File: src/rtl/serializer_arb_pkg.sv
// Shared types and defaults for the serializer feed arbiter.
//   arb_state_t    : arbiter FSM state (IDLE / BURST)
//   *_DEF          : default parameter values used by the top level
package serializer_arb_pkg;

  typedef enum logic {
    IDLE  = 1'b0,
    BURST = 1'b1
  } arb_state_t;

  localparam int NUM_REQ_DEF   = 4;
  localparam int MAX_BURST_DEF = 8;
  localparam int DATA_W_DEF    = 64;

endpackage

File: src/rtl/serializer_feed_arbiter_rr_pick.sv
// Combinational round-robin picker.
//   req_i  : request vector
//   last_i : index of the previously released requester
//   pick_o : first requester with req set, searching from last_i+1 (wrapping)
//   any_o  : at least one request is set
module rr_pick #(
  parameter int NUM_REQ = 4,
  parameter int ID_W    = $clog2(NUM_REQ)
) (
  input  logic [NUM_REQ-1:0] req_i,
  input  logic [ID_W-1:0]    last_i,
  output logic [ID_W-1:0]    pick_o,
  output logic               any_o
);

  logic [ID_W-1:0] idx;

  // Offsets 1..NUM_REQ: the last granted requester is considered last, so a
  // lone requester still wins.
  always_comb begin
    pick_o = '0;
    any_o  = 1'b0;
    idx    = '0;
    for (int k = 1; k <= NUM_REQ; k++) begin
      idx = ID_W'((int'(last_i) + k) % NUM_REQ);
      if (!any_o && req_i[idx]) begin
        any_o  = 1'b1;
        pick_o = idx;
      end
    end
  end

endmodule

File: src/rtl/serializer_feed_arbiter.sv
// Round-robin arbiter feeding one serializer input FIFO from NUM_REQ word
// producers. A grant lasts up to MAX_BURST words and is released on a last
// word, a full burst, or a valid bubble from the granted requester.
//   clk, reset_n            : clock, async active-low reset
//   req_valid/data/last     : per-requester word stream (data packed, i at [i*DATA_W +: DATA_W])
//   req_ready               : per-requester accept (combinational from fifo_full)
//   fifo_full               : FIFO full flag, zero-latency backpressure
//   fifo_strobe, fifo_data  : FIFO write side
//   grant_id, busy          : current grant and BURST indication
module serializer_feed_arbiter
  import serializer_arb_pkg::*;
#(
  parameter int NUM_REQ   = NUM_REQ_DEF,
  parameter int DATA_W    = DATA_W_DEF,
  parameter int MAX_BURST = MAX_BURST_DEF,
  parameter int ID_W      = $clog2(NUM_REQ)
) (
  input  logic                      clk,
  input  logic                      reset_n,
  input  logic [NUM_REQ-1:0]        req_valid,
  input  logic [NUM_REQ*DATA_W-1:0] req_data,
  input  logic [NUM_REQ-1:0]        req_last,
  output logic [NUM_REQ-1:0]        req_ready,
  input  logic                      fifo_full,
  output logic                      fifo_strobe,
  output logic [DATA_W-1:0]         fifo_data,
  output logic [ID_W-1:0]           grant_id,
  output logic                      busy
);

  localparam int CNT_W = $clog2(MAX_BURST + 1);

  arb_state_t        state_q, state_d;
  logic [ID_W-1:0]   grant_q, grant_d;
  logic [ID_W-1:0]   last_q, last_d;
  logic [CNT_W-1:0]  cnt_q, cnt_d;
  logic [CNT_W-1:0]  cnt_inc;

  logic [DATA_W-1:0] word [NUM_REQ];
  logic [ID_W-1:0]   pick;
  logic              pick_any;
  logic              in_burst;
  logic              g_valid, g_last, xfer;

  rr_pick #(.NUM_REQ(NUM_REQ), .ID_W(ID_W)) u_pick (
    .req_i  (req_valid),
    .last_i (last_q),
    .pick_o (pick),
    .any_o  (pick_any)
  );

  assign in_burst = (state_q == BURST);

  for (genvar g = 0; g < NUM_REQ; g++) begin : g_lane
    assign word[g]      = req_data[g*DATA_W +: DATA_W];
    assign req_ready[g] = in_burst && (grant_q == ID_W'(g)) && !fifo_full;
  end

  assign g_valid = req_valid[grant_q];
  assign g_last  = req_last[grant_q];
  assign xfer    = in_burst && g_valid && !fifo_full;
  assign cnt_inc = cnt_q + CNT_W'(1);

  always_comb begin
    state_d = state_q;
    grant_d = grant_q;
    last_d  = last_q;
    cnt_d   = cnt_q;
    case (state_q)
      IDLE: begin
        if (pick_any) begin
          state_d = BURST;
          grant_d = pick;
          cnt_d   = '0;
        end
      end
      BURST: begin
        if (!g_valid) begin
          // Bubble from the granted requester gives up the grant, even when
          // the FIFO is full at the same time.
          state_d = IDLE;
          last_d  = grant_q;
        end else if (xfer) begin
          cnt_d = cnt_inc;
          if (g_last || (cnt_inc == CNT_W'(MAX_BURST))) begin
            state_d = IDLE;
            last_d  = grant_q;
          end
        end
      end
      default: state_d = IDLE;
    endcase
  end

  always_ff @(posedge clk or negedge reset_n) begin
    if (!reset_n) begin
      state_q <= IDLE;
      grant_q <= '0;
      last_q  <= ID_W'(NUM_REQ - 1);
      cnt_q   <= '0;
    end else begin
      state_q <= state_d;
      grant_q <= grant_d;
      last_q  <= last_d;
      cnt_q   <= cnt_d;
    end
  end

  assign fifo_strobe = xfer;
  assign fifo_data   = word[grant_q];
  assign grant_id    = grant_q;
  assign busy        = in_burst;

endmodule
File: config.mk
export PLATFORM = sky130hd
export DESIGN_NAME = serializer_feed_arbiter
export DESIGN_NICKNAME = d
export VERILOG_FILES = /design/src/rtl/serializer_arb_pkg.sv /design/src/rtl/serializer_feed_arbiter_rr_pick.sv /design/src/rtl/serializer_feed_arbiter.sv
export SDC_FILE = /design/constraint.sdc
export NUM_CORES = 1
export LEC_CHECK = 0
export BUFFER_PORTS_ARGS = -buffer_cell sky130_fd_sc_hd__buf_2
export CORE_AREA = 3 3 132 134
export CTS_CLUSTER_SIZE = 30
export DETAILED_ROUTE_END_ITERATION = 8
export DIE_AREA = 0 0 135 137
export PLACE_DENSITY = 0.5
export SYNTH_ARGS = -nofsm -noshare
export SYNTH_HDL_FRONTEND = slang
export SYNTH_SLANG_ARGS = --single-unit
File: constraint.sdc
create_clock -name clk -period 4.8 [get_ports clk]
set_input_delay 0.24 -clock clk [delete_from_list [all_inputs] [get_ports clk]]
set_output_delay 0.24 -clock clk [all_outputs]
set_load 0.02 [all_outputs]
==> flow_summary.ini, run 1 <==
[status]
outcome = finished, final reports clean

[critical_path]
setup.worst_path.class = register to output pin
arrival_ns = 2.53
worstPathRequired_ns = 4.56
crit_fanout = 44
crit_start = grant_id[0]
regToRegStartpoint = grant_id[1]
start_kind = register
crit_path_end_kind = output pin

[timing]
fin_crit_sh = 0.577
drv_slew = 0
rsz0062_at_grt = no
finClkSkew_ns = 0.00374
setup_viol = 0
min_period_ns = 2.77
hold_violations = 0
worstMarginPinSlew_ns = 0.979
slew_headroom = 0.348
tns_ns = 0
max_freq_mhz = 361

[routing]
via_per_inst = 4.28
ant_nets = 0
drc = 0
post_drt_wl_per_cell_um = 17.4
dr.pass1.iters = 5
wl_um = 12000
drtIter0Drc = 172
vias = 2939

[placed_design]
hpwl_um = 10600
dpl_cell_area_mm2 = 0.00401
port_buffers = 338
gp_congestion = 0.897

[finish]
drive_gt1_frac = 0.895
num-nets-final = 736
finalInstanceArea_mm2 = 0.00410
diodes = 0
syn2layout_area_growth_pct = 93.4

[die]
io-pin-count = 339
design.die.area_mm2 = 0.0185
core-area_mm2 = 0.0164
die_y_um = 137
row_count = 47
start_util = 0.129
die_w_um = 135

[synth]
synth_area_mm2 = 0.00212
synth_warnings = 0
yosys_most_used_dff = dfrtp_1
synth_edf_count = 0
async_reset_ff_frac = 1.00
ys_types = 40
synth_fp_nets = 407
avgSynthCellArea_um2 = 15.3
ys_ff_latch = 9
seq_area_frac_synth = 0.107
syn_inst = 139

[grt]
globalRouteOverflowTotal = 0
grt_pass1_wl_um = 16700
grt_max_degree = 73
grt_antenna_before_repair = 3
grtUsageTotal = 0.114
grt_pass1_vias = 2941

[pwr]
p_leak_nw = 2.07
p_sw_frac = 0.495
p_comb_frac = 0.761
internal_power_w = 0.00108
clkPwrFrac = 0.067
p_seq_frac = 0.171
power.density_mw_per_mm2 = 523
ir_drop_mv = 0.260
p_sw_w = 0.00106

[clocking]
cts_setup_buffers = 0
htree_levels = 1
root_buffer = clkbuf_16
tritoncts = done
clock-sinks = 9
insertion_delay_ns = 0.23
cts_buffers = 3
clk_pin_slew_ns = 0.04
clk_path_buf_depth = 2

[hold_path]
holdCritStartpoint = req_valid[0]
min_path_type = primary input to register

[job]
maxCapViolations = 0
-- path summary, 6_finish.rpt --
path / to / slack [ns] / depth (start not counted)
setup / recovery: fifo_data[10] / 2.03 / 3
hold reg to reg: cnt_q[1] / 0.53 / 1
hold / removal: grant_id[0] / 0.36 / 3
min in group asynchronous: cnt_q[0] / 0.39 / 2
max in group asynchronous: last_q[0] / 4.16 / 2
setup reg to reg: cnt_q[1] / 2.48 / 5
-- flip-flops by register name (all words and copies together), names as in the netlist --
name / flops
cnt_q: 4
grant_id: 2
busy: 1
last_q: 2
-- placed cells by master (no fill, tap or decap), types with 2 or more instances in the layout --
cell | Yosys | routed
a21o_1 | 2 | 2
a31oi_1 | 2 | 2
and3_1 | 2 | 2
buf_2 | 3 | 338
clkbuf_16 | 0 | 3
dfrtp_1 | 7 | 5
dfrtp_4 | 0 | 2
dfstp_2 | 2 | 2
inv_1 | 2 | 2
inv_2 | 2 | 2
mux2_1 | 2 | 2
mux2i_1 | 3 | 3
mux4_2 | 65 | 65
nand3_1 | 2 | 2
nor2_1 | 8 | 8
or3b_1 | 2 | 2
-- cells by family after synthesis --
logic type / after synthesis / share of synthesized area
compound gates: 14 / 0.0507
xor+xnor: 1 / 0.00413
fa+ha+maj: 1 / 0.00590
buf+inv: 20 / 0.0496
flops: 9 / 0.107
mux: 71 / 0.720
simple gates: 23 / 0.0620
-- timing repair --
| item | in CTS | in global routing |
|---|---|---|
| hold endpoints to repair | 7 | 0 |
| hold buffers | 1 | 0 |
| resized for setup | 0 | 0 |
-- synth_stat cells (2+ instances only) --
library cell,number,area share
mux4_2,65,0.69
nor2_1,8,0.014
dfrtp_1,7,0.083
clkbuf_1,6,0.011
buf_4,5,0.018
buf_2,3,0.0071
mux2i_1,3,0.014
a21o_1,2,0.0071
a31oi_1,2,0.0059
and3_1,2,0.0059
dfstp_2,2,0.025
inv_1,2,0.0035
inv_2,2,0.0035
mux2_1,2,0.011
nand3_1,2,0.0047
or3b_1,2,0.0083
-- stage by stage --
step | total power (W) | util | cells | setup slack [ns] | hold slack, ns
CTS | 0.00218 | 0.250 | 687 | 1.94 | 0.362
global route | 0.00229 | 0.250 | 687 | 1.80 | 0.387
finish | 0.00214 | 0.250 | 687 | 2.03 | 0.361
global placement | 0.00202 | 0.245 | 682 | 2.20 | 0.105
detailed placement | 0.00203 | 0.245 | 682 | 2.19 | 0.106
floorplan | 0.00153 | - | 139 | 2.90 | -0.0556
-- critical path, cell delays in order (launching register included) --
cell and delay (ns):
dfrtp_4 0.94, buf_4 0.57, mux4_2 0.57, buf_2 0.17
-- layer usage --
| layer | wire [um] | global-route usage |
|---|---|---|
| met5 | 47 | 0 |
| met4 | 74 | 0.0112 |
| met3 | 1320 | 0.0324 |
| met2 | 6030 | 0.199 |
| met1 | 4510 | 0.146 |
-- power groups by stage --
stage / Sequential (W) / Combinational [W] / Clock (W)
global placement: 0.000380 / 0.00164 / 0
global route: 0.000405 / 0.00174 / 0.000153
detailed placement: 0.000379 / 0.00165 / 0
finish: 0.000367 / 0.00163 / 0.000145
CTS: 0.000379 / 0.00165 / 0.000149
floorplan: 0.000168 / 0.00136 / 0
-- final cells by class --
| class | count | area, um2 |
|---|---|---|
| clock buffer | 4 | 78.8 |
| tap | 220 | 275 |
| sequential | 9 | 235 |
| multi-input combinational | 110 | 1790 |
| fill | 1767 | 12300 |
| timing repair buffer | 340 | 1710 |
| inverter | 4 | 15.0 |
Power figures use the tool's default switching activity.
==> run 2: changes to the inputs <==
Settings changed: CORE_AREA 3 3 132 134 to 3 3 130 132, DIE_AREA 0 0 135 137 to 0 0 133 135, PLACE_DENSITY 0.5 to 0.52.
Clock period 4.8 ns to 2.42 ns, I/O delays scaled along.
==> run 2 against run 1 <==
Effect of this change:
- sequential power up 7.1%
- final cell count stayed put
- sequential cell count did not move
- core utilization rose by 1.2 points
- critical path depth did not move
- global-route usage increased by 0.52 points
- largest cell class unchanged
- combinational power grew 130%
- final area grew 1.1%
==> flow_summary.ini, run 2 (synthesized netlist as in run 1, its figures left out) <==
[status]
outcome = finished, final reports clean

[finish]
largest-register = cnt_q
final_cell_mix = buf_2 (338), mux4_2 (65), nor2_1 (8)
multi_input_area_mm2 = 0.00179
num-nets-final = 739
layout_commonest_cell = buf_2
syn2layout_area_growth_pct = 95.5
n_fill_cell = 1694
regArea_um2 = 235
drive_gt1_frac = 0.896
fin_util = 0.262
largest_reg_flops = 4

[timing]
min_period_ns = 1.94
setup_viol = 0
fin_crit_sh = 0.801
finClkSkew_ns = 0.000927
tns_ns = 0
slew_headroom = 0.694
max_freq_mhz = 516
drv_slew = 0
worstMarginPinSlew_ns = 0.459
rsz0062_at_grt = no
hold_violations = 0
worst_slack_ns = 0.483

[critical_path]
timing.rr.end = last_q[1]
arrival_ns = 1.82
regToRegStartpoint = grant_id[1]
r2r_cells = 4
setup.worst_path.class = register to output pin
cpPeakStageDelay_ns = 0.56
crit_fanout = 31
path_cells = buf_12, mux4_2, buf_2
crit_path_end_kind = output pin
worstPathRequired_ns = 2.30
start_kind = register
critPathSlowestCell = mux4_2
reg2reg_slack_ns = 0.75

[pwr]
clkPwrFrac = 0.067
power.density_mw_per_mm2 = 1050
p_comb_frac = 0.843
p_sw_frac = 0.491
p_leak_nw = 2.09
ir_drop_mv = 0.550
p_sw_w = 0.00214
p_seq_frac = 0.090
internal_power_w = 0.00221

[routing]
vias = 2925
via_per_inst = 4.26
post_drt_wl_per_cell_um = 17.7
wl_um = 12100
drtIter0Drc = 145
ant_nets = 0
drc = 0
dr.pass1.iters = 4

[clocking]
htree_levels = 1
clock-sinks = 9
tritoncts = done
cts_setup_buffers = 0
insertion_delay_ns = 0.23
clk_path_buf_depth = 2
clk_pin_slew_ns = 0.04
root_buffer = clkbuf_16
cts_buffers = 3

[grt]
grt_antenna_before_repair = 1
grt_max_degree = 34
grtUsageTotal = 0.119
grt_pass1_wl_um = 16800
globalRouteOverflowTotal = 0
grt_pass1_vias = 2952

[placed_design]
port_buffers = 338
hpwl_um = 10900
gp_congestion = 0.869
pre_cts_slack_ns = 0.702

[hold_path]
min_to = grant_id[0]
holdCritStartpoint = req_valid[2]
hold_depth = 3
min_path_type = primary input to register

[die]
io-pin-count = 339
die_y_um = 135
die_w_um = 133
row_count = 46
start_util = 0.134
core-area_mm2 = 0.0158
design.die.area_mm2 = 0.0180

[job]
maxCapViolations = 0
## run 2: cell types whose count changed in the layout (fill, tap and decap cells not counted), sizes merged
cell | before | now
buf | 339 | 342
diode | 0 | 1
## run 2: timing repair
action / in CTS / in global routing
gates resized for setup: 0 / 0
hold buffers: 1 / 0
endpoints found under the hold margin: 9 / 0
## run 2: through the flow
| step | cell area (um2) | power [W] | std cells | hold WS [ns] |
|---|---|---|---|---|
| 6_report | 4150 | 0.00435 | 687 | 0.233 |
| 5_1_grt | 4150 | 0.00463 | 687 | 0.268 |
| 4_1_cts | 4140 | 0.00442 | 686 | 0.233 |
| 3_5_place_dp | 4060 | 0.00412 | 681 | -0.0146 |
| 3_3_place_gp | 4060 | 0.00409 | 681 | -0.00875 |
| 2_1_floorplan | 2120 | 0.00303 | 139 | -0.175 |
## run 2: worst max-delay path, delay by kind of cell (launching register included)
kind | cells | cell delay (ns)
buf+inv | 2 | 0.45
mux | 1 | 0.56
flops | 1 | 0.53
## run 2: routing by layer
| layer | vias up | wire length (um) | GRT usage |
|---|---|---|---|
| li1 | 1298 | - | - |
| met1 | 1445 | 4690 | 0.154 |
| met2 | 173 | 6340 | 0.217 |
| met3 | 9 | 1020 | 0.0179 |
| met4 | 0 | 104 | 0.0162 |
| met5 | - | 0 | 0 |
## run 2: area by class of cell
cell class | instances | area share
Antenna cell | 1 | 0.000603
Clock buffer | 4 | 0.0190
Inverter | 4 | 0.00362
Multi-Input combinational cell | 110 | 0.431
Sequential cell | 9 | 0.0567
Tap cell | 216 | 0.0652
Timing Repair Buffer | 343 | 0.424
## run 2: how the worst max path moves through the flow
stage	cells past startpoint	end	start
floorplan	4	fifo_data[0]	grant_id[0]
global placement	3	fifo_data[60]	grant_id[0]
detailed placement	3	fifo_data[60]	grant_id[0]
CTS	3	fifo_data[60]	grant_id[0]
global route	3	fifo_data[44]	grant_id[0]
finish	3	fifo_data[60]	grant_id[0]
## run 2: power groups by stage
stage	clock network [W]	logic [W]	registers (W)
floorplan	0	0.00270	0.000332
global placement	0	0.00369	0.000399
detailed placement	0	0.00372	0.000398
CTS	0.000294	0.00373	0.000398
global route	0.000307	0.00390	0.000421
finish	0.000290	0.00367	0.000393
